### config.mk
export PLATFORM = sky130hd
export DESIGN_NAME = context_dispatcher
export DESIGN_NICKNAME = d
export VERILOG_FILES = /design/src/rtl/ctx_pkg.sv /design/src/rtl/ctx_table.sv /design/src/rtl/context_dispatcher.sv
export SDC_FILE = /design/constraint.sdc
export NUM_CORES = 1
export LEC_CHECK = 0
export BUFFER_PORTS_ARGS = -buffer_cell sky130_fd_sc_hd__buf_2
export CAP_MARGIN = 30
export CORE_UTILIZATION = 35
export DETAILED_ROUTE_END_ITERATION = 8
export PLACE_DENSITY = 0.49
export SYNTH_ARGS = -nofsm -noshare
export SYNTH_HDL_FRONTEND = slang
export SYNTH_SLANG_ARGS = --single-unit
### constraint.sdc
create_clock -name CLK -period 2.7 [get_ports CLK]
set_input_delay 0.27 -clock CLK [delete_from_list [all_inputs] [get_ports CLK]]
set_output_delay 0.27 -clock CLK [all_outputs]
set_load 0.1 [all_outputs]
### src/rtl/ctx_pkg.sv
// Shared types for the context dispatcher: FSM states, table entry layout and
// the default OS re-entry address.
package ctx_pkg;

    typedef enum logic [1:0] {
        IDLE  = 2'd0,
        ENTER = 2'd1,
        RUN   = 2'd2,
        LEAVE = 2'd3
    } ctx_state_e;

    localparam logic [31:0] OS_VECTOR_DEFAULT = 32'h0000_0000;

    typedef struct packed {
        logic        valid;
        logic [31:0] pc;
    } ctx_entry_t;

endpackage

### src/rtl/ctx_table.sv
// Process table register file: one write port, two asynchronous read ports.
// Reads return the stored value; a write in the same cycle is not forwarded.
module ctx_table
    import ctx_pkg::*;
#(
    parameter int NPROC = 4,
    parameter int PID_W = 2
) (
    input  logic             clk,
    input  logic             reset,
    input  logic             we,
    input  logic [PID_W-1:0] wpid,
    input  ctx_entry_t       wdata,
    input  logic [PID_W-1:0] rpid_a,
    output ctx_entry_t       rdata_a,
    input  logic [PID_W-1:0] rpid_b,
    output ctx_entry_t       rdata_b
);

    ctx_entry_t table_q [NPROC];
    ctx_entry_t table_d [NPROC];

    always_comb begin
        table_d = table_q;
        if (we) begin
            table_d[wpid] = wdata;
        end
    end

    always_ff @(posedge clk) begin
        if (reset) begin
            for (int i = 0; i < NPROC; i++) begin
                table_q[i] <= '0;
            end
        end else begin
            table_q <= table_d;
        end
    end

    assign rdata_a = table_q[rpid_a];
    assign rdata_b = table_q[rpid_b];

endmodule

### src/rtl/context_dispatcher.sv
// Time-slice dispatcher: enters a process from the OS, counts retired
// instructions, and returns to the OS vector on quantum expiry or exit.
module context_dispatcher
    import ctx_pkg::*;
#(
    parameter int          NPROC     = 4,
    parameter int          PID_W     = 2,
    parameter int          QUANTUM   = 10,
    parameter logic [31:0] OS_VECTOR = OS_VECTOR_DEFAULT
) (
    input  logic             CLK,
    input  logic             reset,
    input  logic             set_we,
    input  logic [PID_W-1:0] set_pid,
    input  logic [31:0]      set_pc,
    input  logic             dispatch_req,
    input  logic [PID_W-1:0] dispatch_pid,
    output logic             dispatch_ack,
    output logic             dispatch_err,
    input  logic             retire,
    input  logic [31:0]      retire_pc,
    input  logic             prog_exit,
    output logic             jump,
    output logic [31:0]      jump_target,
    output logic             inProgram,
    output logic [PID_W-1:0] current_pid,
    output logic             busy
);

    localparam logic [7:0] LAST_COUNT = 8'(QUANTUM - 1);

    ctx_state_e       state_q, state_d;
    logic [PID_W-1:0] pid_q, pid_d;
    logic [7:0]       count_q, count_d;
    logic             ack_q, ack_d;
    logic             err_q, err_d;
    logic             jump_q, jump_d;
    logic [31:0]      target_q, target_d;
    logic             in_program_q, in_program_d;

    logic             save_we;
    ctx_entry_t       save_entry;
    logic             tbl_we;
    logic [PID_W-1:0] tbl_wpid;
    ctx_entry_t       tbl_wdata;
    ctx_entry_t       disp_entry;
    ctx_entry_t       run_entry;

    ctx_table #(
        .NPROC (NPROC),
        .PID_W (PID_W)
    ) u_table (
        .clk     (CLK),
        .reset   (reset),
        .we      (tbl_we),
        .wpid    (tbl_wpid),
        .wdata   (tbl_wdata),
        .rpid_a  (dispatch_pid),
        .rdata_a (disp_entry),
        .rpid_b  (pid_q),
        .rdata_b (run_entry)
    );

    always_comb begin
        state_d      = state_q;
        pid_d        = pid_q;
        count_d      = count_q;
        ack_d        = 1'b0;
        err_d        = 1'b0;
        jump_d       = 1'b0;
        target_d     = target_q;
        // inProgram rises one edge after the jump into the process and falls
        // one edge after the jump back to the OS.
        in_program_d = (state_q == RUN) || (state_q == LEAVE);
        save_we      = 1'b0;
        save_entry   = '0;
        case (state_q)
            IDLE: begin
                if (dispatch_req) begin
                    if (disp_entry.valid) begin
                        pid_d   = dispatch_pid;
                        ack_d   = 1'b1;
                        state_d = ENTER;
                    end else begin
                        err_d = 1'b1;
                    end
                end
            end
            ENTER: begin
                jump_d   = 1'b1;
                target_d = run_entry.pc;
                count_d  = 8'd0;
                state_d  = RUN;
            end
            RUN: begin
                if (prog_exit) begin
                    save_we    = 1'b1;
                    save_entry = '{valid: 1'b0, pc: run_entry.pc};
                    state_d    = LEAVE;
                end else if (retire) begin
                    if (count_q == LAST_COUNT) begin
                        save_we    = 1'b1;
                        save_entry = '{valid: 1'b1, pc: retire_pc + 32'd4};
                        state_d    = LEAVE;
                    end else begin
                        count_d = count_q + 8'd1;
                    end
                end
            end
            LEAVE: begin
                jump_d   = 1'b1;
                target_d = OS_VECTOR;
                state_d  = IDLE;
            end
            default: state_d = IDLE;
        endcase
    end

    // Context saves own the write port; OS writes to the running pid are dropped.
    always_comb begin
        tbl_we    = 1'b0;
        tbl_wpid  = set_pid;
        tbl_wdata = '{valid: 1'b1, pc: {set_pc[31:2], 2'b00}};
        if (save_we) begin
            tbl_we    = 1'b1;
            tbl_wpid  = pid_q;
            tbl_wdata = save_entry;
        end else if (set_we && !(state_q == RUN && set_pid == pid_q)) begin
            tbl_we = 1'b1;
        end
    end

    always_ff @(posedge CLK) begin
        if (reset) begin
            state_q      <= IDLE;
            pid_q        <= '0;
            count_q      <= '0;
            ack_q        <= 1'b0;
            err_q        <= 1'b0;
            jump_q       <= 1'b0;
            target_q     <= '0;
            in_program_q <= 1'b0;
        end else begin
            state_q      <= state_d;
            pid_q        <= pid_d;
            count_q      <= count_d;
            ack_q        <= ack_d;
            err_q        <= err_d;
            jump_q       <= jump_d;
            target_q     <= target_d;
            in_program_q <= in_program_d;
        end
    end

    assign dispatch_ack = ack_q;
    assign dispatch_err = err_q;
    assign jump         = jump_q;
    assign jump_target  = target_q;
    assign inProgram    = in_program_q;
    assign current_pid  = pid_q;
    assign busy         = (state_q != IDLE);

endmodule

Word-level counts from Yosys, hierarchy flattened
Cells that the tools add are included.
W data, S select, Z words.

cells by class
  $add $sub $neg = 2
  muxes and demuxes = 35
  order comparisons = 4
  bitwise logic cells = 5
  equality and inequality tests = 12
  reductions and logical operators = 14

operators by type and width
  kind                     number
  $mux W33                 8
  $bmux W33 S2             2
  $bwmux W132              1
  $demux W33 S2            1
  $mux W32                 2
  $pmux W32 S2             1
  $add A32 B3 Y32 const B  1
  $mux W8                  3
  $pmux W8 S2              1
  $mux W2                  6
  $ne A2 B2 Y1 const B     5
  $ge A3 B3 Y1 const B     3
  $mux W1                  9
  $not A2 Y3               3
  $add A8 B1 Y8 const B    1
  $eq A8 B4 Y1 const B     1
  $pmux W2 S4              1
  $reduce_and A4 Y1        2
  $reduce_bool A2 Y1       3
  $eq A2 B2 Y1 const B     2
  $logic_and A1 B1 Y1      3
  $lt A3 B1 Y1 const B     1
  $ne A3 B2 Y1 const B     1
  $ne A3 B3 Y1 const B     1
  9 further kinds          10

storage, ports and cells
  bits of input ports = 74
  output and inout bits = 39
  bits in registers = 180
  logic and storage cells = 88

Longest topological paths before layout
Gate-level depths: netlist of the first run.

  depth in word-level cells = 12
  gate-level depth with buffers = 9
  depth with buffers taken out = 7

Hierarchy
A second synthesis of the first run with hierarchy kept.

second synthesis, totals
  cells, all modules = 914
  area total of the unflattened synthesis = 9,902.0 um^2

by module, submodules not included
  module              instances  area an instance (um^2)  seq. area each (um^2)  cells each
  ctx_table           1          6,854.1                  2,642.5                549
  context_dispatcher  1          3,047.9                  960.9                  365

Worst setup path after synthesis of the first run
No wires, ideal clock.

  path type = reg2reg
  from = register pid_q[0] (netlist: current_pid[0])
  to = register u_table.table_q[40] in the netlist's numbering
  data required time = 2,560 ps
  setup time = 140 ps
  buffers on the path = 1
  data arrival time = 2,621 ps
  path slack = -61 ps
  cell stages (with the launch flop) = 6
  clock period less this slack = 2,761 ps
  cells stage by stage = dfxtp_1 > buf_2 > mux4_2 > a22o_1 > a221oi_1 > a211oi_1

between the ends
  cells in the longest elaborated chain, start to end = 8
  elaborated cells on any way between the ends = 21
  those cells by class = order compare (2); eq/ne (1); mux (12); bitwise (2); reduce/logical (4)

RTL lines
  item                                         RTL line                   RTL
  from (decl)                                  context_dispatcher.sv:33   logic [PID_W-1:0] pid_q, pid_d;
  from (signal assigned)                       context_dispatcher.sv:145  pid_q <= pid_d;
  $not A2 Y3 (not written as such)             ctx_table.sv:41            assign rdata_b = table_q[rpid_b];
  $bmux W33 S2                                 ctx_table.sv:41
  $mux W32 (not written as such) (2 in a row)  ctx_table.sv:41
  $mux W33                                     context_dispatcher.sv:96   if (prog_exit) begin
  $mux W33                                     context_dispatcher.sv:77   case (state_q)
  $mux W33                                     context_dispatcher.sv:124  if (save_we) begin
  $bwmux W132                                  ctx_table.sv:26            table_d[wpid] = wdata;
  to (signal assigned)                         ctx_table.sv:36            table_q <= table_d;
  to (decl)                                    ctx_table.sv:20            ctx_entry_t table_q [NPROC];

Parallel ways exist; a longest one is shown, timed or not. The select of a mux whose other input is x is not followed.
A chain may end at the register's enable or synchronous reset.

Worst setup path in the final report of the first run
  from = register count_q[1]
  to = register u_table.table_q[59] in the netlist's numbering

between the ends
  cells in the longest elaborated chain, start to end = 12
  elaborated cells on any way between the ends = 19
  those cells by class = order compare (2); eq/ne (1); mux (14); bitwise (1); reduce/logical (1)

RTL lines
  item                                                                       RTL line                   RTL
  from (decl)                                                                context_dispatcher.sv:34   logic [7:0] count_q, count_d;
  from (signal assigned)                                                     context_dispatcher.sv:146  count_q <= count_d;
  $eq A8 B4 Y1 (*)                                                           context_dispatcher.sv:101  if (count_q == LAST_COUNT) begin
  $mux W1                                                                    context_dispatcher.sv:101
  $mux W1                                                                    context_dispatcher.sv:100  end else if (retire) begin
  $mux W1                                                                    context_dispatcher.sv:96
  $mux W1                                                                    context_dispatcher.sv:77
  $mux W2                                                                    context_dispatcher.sv:124
  $not A2 Y3 (not written as such)                                           ctx_table.sv:26
  $ge A3 B3 Y1 (not written as such) / $lt A3 B1 Y1 (equally long branches)  ctx_table.sv:26
  $logic_and A1 B1 Y1 (not written as such)                                  ctx_table.sv:26
  $mux W33 (not written as such)                                             ctx_table.sv:26
  $demux W33 S2                                                              ctx_table.sv:26
  $bwmux W132                                                                ctx_table.sv:26

Every way passes the cells marked *; elsewhere a longest branch is shown, timed or not.

==> flow_metrics.tcl, run 1 <==
set metrics [dict create \
    fmaxAchievable_mhz 393.2 \
    core_area_um2 25330 \
    worstSetupStartpoint "count_q[1]" \
    cell_accounting_for_the_most_synthesized_area "sky130_fd_sc_hd__dfxtp_1" \
    whs_path_depth 3 \
    net-switching-power_mw 3.134 \
    crit_path_cell_trace "inv_1 -> ha_1 -> nor4b_4 -> a21oi_2 -> buf_4 -> or3_1 -> nand2_1 -> buf_4 -> a311oi_1" \
    antenna_found_initial 0 \
    maxSlewViolCount 0 \
    critical_path_buf_inv_count 3 \
    crit_end "u_table.table_q[59]" \
    synth_top_cells_by_area "sky130_fd_sc_hd__dfxtp_1, sky130_fd_sc_hd__mux4_2, sky130_fd_sc_hd__nor3_1, sky130_fd_sc_hd__mux2i_1, sky130_fd_sc_hd__a311oi_1" \
    yosys.area.top_type_share_pct 39.76 \
    critical-path-top-cell-by-count "sky130_fd_sc_hd__buf_4" \
    pwr_density_cell_nw_per_um2 768.4 \
    n_fill_cell 2517 \
    drt_first_iter_violations 576 \
    seq_power_share_pct 37.7 \
    worst-path-stages 9 \
    ys_async_sr_fraction_pct 0 \
    timing_worst_setup_path_type "reg2reg" \
    slew_headroom_pct 47.85 \
    ys.warnings.count 0 \
    p_int_mw 5.264 \
    static-leakage-power_nw 4.135 \
    outcome "completed" \
    combPwrFrac_pct 31.5 \
    clk_pin_slew_ns 0.08 \
    timing.critical_path.slowest_stage_cell "sky130_fd_sc_hd__a21oi_2" \
    buffers_from_clock_root_to_sink_at_most 2 \
    min_period_over_period_pct 94.19 \
    drt-total-wl_mm 31.62 \
    post_drt_wl_per_cell_um 22.83 \
    crit_path_start_kind "flop" \
    timing.reg2reg.setup_slack_ns 0.16 \
    regToRegEndpoint "u_table.table_q[59]" \
    insertedDiodeCount 0 \
    synthesized_area_per_cell_um2 9.715 \
    worst_ir_drop_vdd_v 0.0005062 \
    area_enclosed_by_the_die_boundary_um2 26540 \
    ys_dominant_reg_cell "sky130_fd_sc_hd__dfxtp_1" \
    synth_enable_flop_cells 0 \
    drt_drc_violations_left 0 \
    mappedNetlistNets 1015 \
    clock-sinks 180 \
    overflow 0 \
    die_x_um 162.9 \
    cp_top_family "compound AO/OA/AOI/OAI gates" \
    cts_inserted_buffers 17 \
    yosys-top-cells-count "sky130_fd_sc_hd__dfxtp_1, sky130_fd_sc_hd__nor3_1, sky130_fd_sc_hd__nor2_1" \
    timing.setup.tns_ns 0 \
    clock_power_share_pct 30.8 \
    hold_viol 0 \
    period_needed_ns 2.543 \
    finalWeightedCongestion 0.8313 \
    synthesis.instances 933 \
    via_count_of_the_routed_design 8195 \
    nNetsFinal 1124 \
    max_slew.worst_pin.slew_ns 0.7822 \
    critical-path-max-stage-delay_ns 0.59 \
    worst_hold_path_type "in2reg" \
    grt_max_degree 108 \
    gr-usage-all-layers_pct 24.45 \
    post-cts-setup-buffer-count 0 \
    postSynthRegisterBits 180 \
    clock_latency_ns 0.44 \
    worst_ep_required_time_ns 3.04 \
    fp-row-count 58 \
    synth_area_um2 9064 \
    clock_tree.htree_level_count 4 \
    drt_pass1_iterations 5 \
    grt_setup_unrepaired "no" \
    tritoncts "built" \
    critical_path.reg2reg.startpoint "count_q[1]" \
    ys_types 71 \
    clk_root_buffer_cell "sky130_fd_sc_hd__clkbuf_16" \
    synth-seq-area-share_pct 39.76 \
    io_pins 113 \
    antenna_left 0 \
    timing.critical_path.fanout_max 31 \
    switching_share_pct 37.32 \
    worstPathArrival_ns 2.88 \
    floorplan.initialDensity_pct 35.79 \
    dp.cells 1347 \
    end_kind "flop" \
    first_global_vias 7800 \
    number_of_i_o_port_buffers 110 \
    instances_no_fill 1385 \
    max_cap_violations 0 \
    max_clock_skew_ns 0.01374 \
    hold_fix_buffer_count_after_cts 0 \
    hpwl_mm 21.40 \
    quantity_of_gates_resized_following_cts 0 \
    via_density_per_instance 5.917 \
    die_h_um 162.9 \
    areaGrowthSynthToFinish_pct 20.58 \
    drive_above_1_share_pct 26.07 \
    final-setup-viol-count 0 \
    synthMostInstantiatedCell "sky130_fd_sc_hd__dfxtp_1" \
    ff2ff_path_depth 9 \
    global_route_wire_length_before_repair_mm 48.40 \
]
## worst min-delay path by stage
stage                               from              endpoint
detailed placement   u_table.table_q[39]   u_table.table_q[39]
floorplan                   dispatch_req          dispatch_err
finish                      dispatch_req          dispatch_err
global placement    u_table.table_q[105]  u_table.table_q[105]
CTS                         dispatch_req          dispatch_err
global route                dispatch_req          dispatch_err
## tightest hold or removal path: stages
cell and delay (ns):
sky130_fd_sc_hd__buf_2 0.11, sky130_fd_sc_hd__nand2_1 0.06, sky130_fd_sc_hd__nor3_1 0.04
## area by class of cell
cell class / instances / area, um^2 / share of cell area, %
Inverter: 14 / 52.55 / 0.4808
Clock inverter: 15 / 188.9 / 1.729
Multi-Input combinational cell: 654 / 5082 / 46.50
Sequential cell: 180 / 3606 / 32.99
Tap cell: 330 / 412.9 / 3.778
Clock buffer: 17 / 425.4 / 3.892
Timing Repair Buffer: 175 / 1161 / 10.62
## placed cells by master, fill, tap and decap left out, types with 13 or more instances in the layout
cell type / n
sky130_fd_sc_hd__a211oi_1: 55
sky130_fd_sc_hd__a21oi_1: 18
sky130_fd_sc_hd__a22oi_1: 13
sky130_fd_sc_hd__a311oi_1: 52
sky130_fd_sc_hd__buf_2: 109
sky130_fd_sc_hd__buf_4: 57
sky130_fd_sc_hd__clkbuf_16: 17
sky130_fd_sc_hd__dfxtp_1: 178
sky130_fd_sc_hd__inv_1: 14
sky130_fd_sc_hd__mux2i_1: 48
sky130_fd_sc_hd__mux4_2: 33
sky130_fd_sc_hd__nand2_1: 20
sky130_fd_sc_hd__nor2_1: 70
sky130_fd_sc_hd__nor3_1: 137
## cells by family (layout without fill, tap and decap cells)
family                   count (synthesis)  in the layout  synth area share [%]
XOR/XNOR                                18             18                 1.739
buffers and inverters                   99            221                 4.776
AO/OA/AOI/OAI                          213            213                 19.06
AND/OR/NAND/NOR                        334            334                 20.06
flip-flops                             180            180                 39.76
adder cells (fa/ha/maj)                  8              8                 1.104
multiplexers                            81             81                 13.50
## layer usage
metal / routed length [um] / vias up / global-route usage, %
met5: 0 / - / 0
met4: 549 / 0 / 7.052
met3: 1878 / 38 / 3.769
li1: - / 3849 / -
met2: 14020 / 295 / 36.42
met1: 15180 / 4013 / 36.08
## sequential cells by signal (all words and copies together), names as in the netlist
name	count
count_q	8
jump_target	32
jump	1
state_q	2
dispatch_err	1
current_pid	2
u_table.table_q	132
inProgram	1
dispatch_ack	1
## metrics by stage
stage	setup slack (ns)	utilization (%)	cell area, um^2	power (mW)	hold WS [ns]
after global routing	0.004960	43.15	10930	8.801	0.07545
after global placement	0.09272	40.44	10240	5.847	0.4607
after CTS	0.07712	42.98	10880	8.454	0.06883
after detailed placement	0.1072	40.55	10270	5.868	0.4696
after floorplan	0.1069	-	9065	5.096	0.3958
final	0.1568	43.15	10930	8.398	0.08409
## power groups by stage
stage | Clock, mW | Combinational, mW | Sequential, mW
final | 2.58 | 2.64 | 3.17
after CTS | 2.64 | 2.65 | 3.17
after floorplan | 0 | 1.54 | 3.56
after global routing | 2.76 | 2.83 | 3.21
after detailed placement | 0 | 2.64 | 3.23
after global placement | 0 | 2.62 | 3.22
(Power assumes the default switching activity.)
==> run 2, diff against run 1 <==
--- a/config.mk
+++ b/config.mk
@@ -9,7 +9,7 @@
 export CAP_MARGIN = 30
 export CORE_UTILIZATION = 35
 export DETAILED_ROUTE_END_ITERATION = 8
-export PLACE_DENSITY = 0.49
+export PLACE_DENSITY = 0.58
 export SYNTH_ARGS = -nofsm -noshare
 export SYNTH_HDL_FRONTEND = slang
 export SYNTH_SLANG_ARGS = --single-unit
==> flow_metrics.tcl, run 2 (synthesis gave the netlist of run 1 again) <==
set metrics [dict create \
    clock_latency_ns 0.44 \
    layout_setup_ws_ns 0.1258 \
    outcome "completed" \
    post-cts-setup-buffer-count 0 \
    post-route-util_pct 42.57 \
    clock_tree.htree_level_count 4 \
    static-leakage-power_nw 4.042 \
    areaGrowthSynthToFinish_pct 18.94 \
    fmaxAchievable_mhz 388.5 \
    maxSlewViolCount 0 \
    register_area_um2 3606 \
    finalWeightedCongestion 0.8696 \
    clock-sinks 180 \
    multi_input_comb_area_um2 5089 \
    min_period_over_period_pct 95.34 \
    grt_max_degree 61 \
    io_pins 113 \
    fp-row-count 58 \
    antenna_left 0 \
    cp_top_family "simple AND/OR/NAND/NOR gates" \
    first_global_vias 7688 \
    largest_reg_flops 132 \
    gr-usage-all-layers_pct 23.54 \
    timing_worst_setup_path_type "reg2reg" \
    worstPathArrival_ns 2.93 \
    hold_fix_buffer_count_after_cts 0 \
    max_slew.worst_pin.slew_ns 0.7266 \
    overflow 0 \
    clk_root_buffer_cell "sky130_fd_sc_hd__clkbuf_16" \
    critical_path_buf_inv_count 2 \
    period_needed_ns 2.574 \
    nNetsFinal 1112 \
    global_route_wire_length_before_repair_mm 46.84 \
    max_clock_skew_ns 0.01254 \
    critical-path-max-stage-delay_ns 0.55 \
    crit_path_cell_trace "inv_1 -> ha_1 -> buf_4 -> nor2b_1 -> nand4_1 -> nor4_1 -> nor3_1 -> a211oi_1" \
    number_of_i_o_port_buffers 110 \
    drt-total-wl_mm 30.93 \
    timing.setup.tns_ns 0 \
    drt_pass1_iterations 5 \
    die_x_um 162.9 \
    layout_commonest_cell "sky130_fd_sc_hd__dfxtp_1" \
    buffers_from_clock_root_to_sink_at_most 2 \
    cts_inserted_buffers 17 \
    hold_viol 0 \
    drive_above_1_share_pct 25.31 \
    final-setup-viol-count 0 \
    floorplan.initialDensity_pct 35.79 \
    final_cell_mix "sky130_fd_sc_hd__dfxtp_1, sky130_fd_sc_hd__nor3_1, sky130_fd_sc_hd__buf_2" \
    worst_ir_drop_vdd_v 0.0004904 \
    tritoncts "built" \
    slew_headroom_pct 51.56 \
    worst_hold_path_type "in2reg" \
    area_enclosed_by_the_die_boundary_um2 26540 \
    n_fill_cell 2437 \
    timing.critical_path.fanout_max 16 \
    die_h_um 162.9 \
    max_cap_violations 0 \
    core_area_um2 25330 \
    timing.critical_path.slowest_stage_cell "sky130_fd_sc_hd__nor4_1" \
    antenna_found_initial 1 \
    place_ws_ns 0.2019 \
    drt_first_iter_violations 1015 \
    register_containing_the_most_flip_flops_in_the_final_layout "u_table.table_q" \
    pwr_density_cell_nw_per_um2 772.5 \
    via_count_of_the_routed_design 8189 \
    post_drt_wl_per_cell_um 22.51 \
    hpwl_mm 20.49 \
    grt_setup_unrepaired "no" \
    quantity_of_gates_resized_following_cts 0 \
    drt_drc_violations_left 0 \
    crit_path_start_kind "flop" \
    via_density_per_instance 5.960 \
    clk_pin_slew_ns 0.07 \
    worst_ep_required_time_ns 3.05 \
    end_kind "flop" \
]
==> run 2: changes by cell type in the layout (fill, tap and decap cells not counted), sizes merged <==
| cell | previous run | this run |
|---|---|---|
| clkinv | 7 | 6 |
| buf | 175 | 163 |
| diode | 0 | 1 |
| clkinvlp | 0 | 1 |
==> run 2: path summary, 6_finish.rpt <==
kind / startpoint / to / slack, ns / cells past startpoint
hold reg to reg: u_table.table_q[72] / u_table.table_q[72] / 0.47 / 2
setup reg to reg: state_q[0] / u_table.table_q[95] / 0.13 / 8
setup / recovery: state_q[0] / u_table.table_q[95] / 0.13 / 8
hold / removal: dispatch_req / dispatch_err / 0.10 / 3
==> run 2: report_power, final <==
part	internal, mW	switching [mW]
Clock	1.33	1.23
Sequential	2.99	0.172
Combinational	0.888	1.71
Total	5.22	3.11
==> run 2: per-layer routing <==
layer  GRT usage [%]  wire (um)  vias up
met2           36.42      14180      329
met5               0          0        -
met3           4.940       2701       38
met4           7.647        468        0
li1                -          -     3820
met1           32.49      13580     4002
==> run 2: layout make-up <==
type	count	share of cell area, %
Antenna cell	1	0.02321
Multi-Input combinational cell	654	47.20
Sequential cell	180	33.45
Clock inverter	15	1.706
Inverter	14	0.4875
Timing Repair Buffer	163	9.355
Tap cell	330	3.830
Clock buffer	17	3.946
==> run 2: stage by stage <==
stage | hold slack (ns) | area, um^2 | cells | total power [mW]
6_report | 0.1009 | 10780 | 1374 | 8.328
3_3_place_gp | 0.4582 | 10150 | 1340 | 5.770
4_1_cts | 0.09246 | 10770 | 1373 | 8.341
5_1_grt | 0.1134 | 10780 | 1373 | 8.672
3_5_place_dp | 0.4631 | 10160 | 1341 | 5.803
2_1_floorplan | 0.3958 | 9065 | 933 | 5.096
==> run 2: worst register-to-register path: cells and delay by family (launching register included) <==
family          cells  cell delay, ns
buf+inv             2            0.34
flops               1            0.34
simple gates        4            1.37
fa+ha+maj           1            0.18
compound gates      1            0.25
==> run 3, diff against run 2 <==
--- a/config.mk
+++ b/config.mk
@@ -7,9 +7,11 @@
 export LEC_CHECK = 0
 export BUFFER_PORTS_ARGS = -buffer_cell sky130_fd_sc_hd__buf_2
 export CAP_MARGIN = 30
-export CORE_UTILIZATION = 35
+export CELL_PAD_IN_SITES_DETAIL_PLACEMENT = 2
+export CELL_PAD_IN_SITES_GLOBAL_PLACEMENT = 2
+export CORE_UTILIZATION = 33
 export DETAILED_ROUTE_END_ITERATION = 8
-export PLACE_DENSITY = 0.58
+export PLACE_DENSITY = 0.81
 export SYNTH_ARGS = -nofsm -noshare
 export SYNTH_HDL_FRONTEND = slang
 export SYNTH_SLANG_ARGS = --single-unit
==> constraint.sdc (replaced) <==
create_clock -name CLK -period 2.3 [get_ports CLK]
set_input_delay 0.23 -clock CLK [delete_from_list [all_inputs] [get_ports CLK]]
set_output_delay 0.23 -clock CLK [all_outputs]
set_load 0.1 [all_outputs]
==> flow_metrics.tcl, run 3 (synthesis gave the netlist of run 1 again) <==
set metrics [dict create \
    outcome "finished with violations" \
    failing_checks "negative setup slack" \
    critical-path-max-stage-delay_ns 0.49 \
    layout_setup_ws_ns -0.4523 \
    via_density_per_instance 6.989 \
    worst_ir_drop_vdd_v 0.0005554 \
    crit_path_cell_trace "ha_4 -> nor4b_4 -> buf_4 -> a21oi_4 -> buf_4 -> nor3_4 -> buf_4 -> nor3_1 -> a211oi_1" \
    areaGrowthSynthToFinish_pct 41.98 \
    floorplan.initialDensity_pct 33.63 \
    global_route_wire_length_before_repair_mm 65.84 \
    crit_path_start_kind "flop" \
    timing.setup.tns_ns -15.03 \
    worst_ep_required_time_ns 2.60 \
    gr-usage-all-layers_pct 31.23 \
    fmaxAchievable_mhz 363.3 \
    met2_usage_pct 52.63 \
    die_x_um 167.7 \
    period_needed_ns 2.752 \
    buffers_from_clock_root_to_sink_at_most 2 \
    clock-sinks 180 \
    slew_headroom_pct 42.94 \
    drt_pass1_iterations 5 \
    nNetsFinal 1176 \
    max_slew.worst_pin.slew_ns 0.8558 \
    cts_inserted_buffers 17 \
    fp-row-count 60 \
    drive_above_1_share_pct 46.16 \
    clk_pin_slew_ns 0.08 \
    area_enclosed_by_the_die_boundary_um2 28130 \
    post_drt_wl_per_cell_um 37.51 \
    holdWs_ns 0.06393 \
    busiest_layer "met2" \
    register_containing_the_most_flip_flops_in_the_final_layout "u_table.table_q" \
    timing.critical_path.slowest_stage_cell "sky130_fd_sc_hd__a211oi_1" \
    n_fill_cell 2644 \
    via_count_of_the_routed_design 10130 \
    grt_max_degree 48 \
    clock_latency_ns 0.46 \
    end_kind "flop" \
    maxSlewViolCount 0 \
    largest_reg_flops 132 \
    antenna_left 0 \
    clk_root_buffer_cell "sky130_fd_sc_hd__clkbuf_16" \
    hold_fix_buffer_count_after_cts 0 \
    critical_path_buf_inv_count 3 \
    number_of_i_o_port_buffers 110 \
    drt-total-wl_mm 54.35 \
    max_cap_violations 0 \
    worstPathArrival_ns 3.05 \
    tritoncts "built" \
    first_global_vias 10310 \
    cp_top_family "simple AND/OR/NAND/NOR gates" \
    drt_drc_violations_left 0 \
    antenna_found_initial 1 \
    die_h_um 167.7 \
    hold_viol 0 \
    core_area_um2 26950 \
    io_pins 113 \
    timing_worst_setup_path_type "reg2reg" \
    pwr_density_cell_nw_per_um2 911.6 \
    final_cell_mix "sky130_fd_sc_hd__dfxtp_1, sky130_fd_sc_hd__buf_2, sky130_fd_sc_hd__buf_4" \
    min_period_over_period_pct 119.7 \
    static-leakage-power_nw 4.656 \
    overflow 0 \
    drt_first_iter_violations 1092 \
    finalWeightedCongestion 0.7924 \
    final-setup-viol-count 129 \
    timing.critical_path.fanout_max 10 \
    grt_setup_unrepaired "yes" \
    layout_commonest_cell "sky130_fd_sc_hd__dfxtp_1" \
    hpwl_mm 25.12 \
    clock_tree.htree_level_count 4 \
    grtUsageMet3_pct 5.720 \
    max_clock_skew_ns 0.01618 \
    met1_capacity_usage_during_global_routing_pct 37.19 \
    worst_hold_path_type "in2reg" \
    critical-path-top-cell-by-count "sky130_fd_sc_hd__buf_4" \
]
-- run 3: changes by cell type in the layout (fill, tap and decap cells not counted), sizes merged --
| cell | before | now |
|---|---|---|
| inv | 21 | 18 |
| buf | 163 | 221 |
| bufinv | 1 | 3 |
| a31o | 2 | 3 |
| clkinvlp | 1 | 2 |
| clkbuf | 17 | 25 |
| clkinv | 6 | 3 |
-- run 3: tightest hold or removal path: stages --
cell,delay [ns]
sky130_fd_sc_hd__buf_2,0.12
sky130_fd_sc_hd__nand2_1,0.08
sky130_fd_sc_hd__nor3_1,0.04
-- run 3: worst paths after layout --
| kind | start | to | slack (ns) | cells after the start |
|---|---|---|---|---|
| setup / recovery | count_q[0] | u_table.table_q[75] | -0.45 | 9 |
| hold / removal | dispatch_req | dispatch_err | 0.06 | 3 |
| setup reg to reg | count_q[0] | u_table.table_q[75] | -0.45 | 9 |
| hold reg to reg | jump_target[17] | jump_target[17] | 0.50 | 2 |
-- run 3: metal layers --
metal / routed length [um] / vias up
li1: - / 3944
met1: 20630 / 5097
met2: 24880 / 787
met3: 4463 / 297
met4: 4355 / 2
met5: 13 / -
-- run 3: area by class of cell --
| type | count | area (um^2) | share of cell area, % |
|---|---|---|---|
| Sequential cell | 180 | 3613 | 28.08 |
| Timing Repair Buffer | 226 | 1787 | 13.88 |
| Clock buffer | 20 | 456.7 | 3.549 |
| Clock inverter | 12 | 167.7 | 1.303 |
| Tap cell | 341 | 426.7 | 3.316 |
| Antenna cell | 1 | 2.502 | 0.01945 |
| Multi-Input combinational cell | 655 | 6362 | 49.44 |
| Inverter | 14 | 52.55 | 0.4084 |
-- run 3: repair_timing --
item | CTS | global route
resized for setup | 60 | 189
buffers inserted | 7 | 11
endpoints found under the setup margin | 119 | 131
cloned | 3 | 8
pin swaps | 11 | 50
-- run 3: power breakdown --
part / switching [mW] / internal (mW)
Clock: 1.55 / 1.80
Combinational: 2.88 / 1.59
Sequential: 0.392 / 3.52
-- run 3: per-stage QoR --
step / std cells / power, mW / utilization [%] / worst slack [ns] / cell area, um^2
4_1_cts: 1429 / 10.54 / 43.03 / -0.03027 / 11600
6_report: 1449 / 11.73 / 47.75 / -0.4523 / 12870
5_1_grt: 1448 / 11.94 / 47.74 / -0.5047 / 12870
2_1_floorplan: 933 / 5.982 / - / 0.02407 / 9069
3_3_place_gp: 1387 / 6.909 / 39.22 / -0.008321 / 10570
3_5_place_dp: 1387 / 7.072 / 39.22 / -0.1434 / 10570
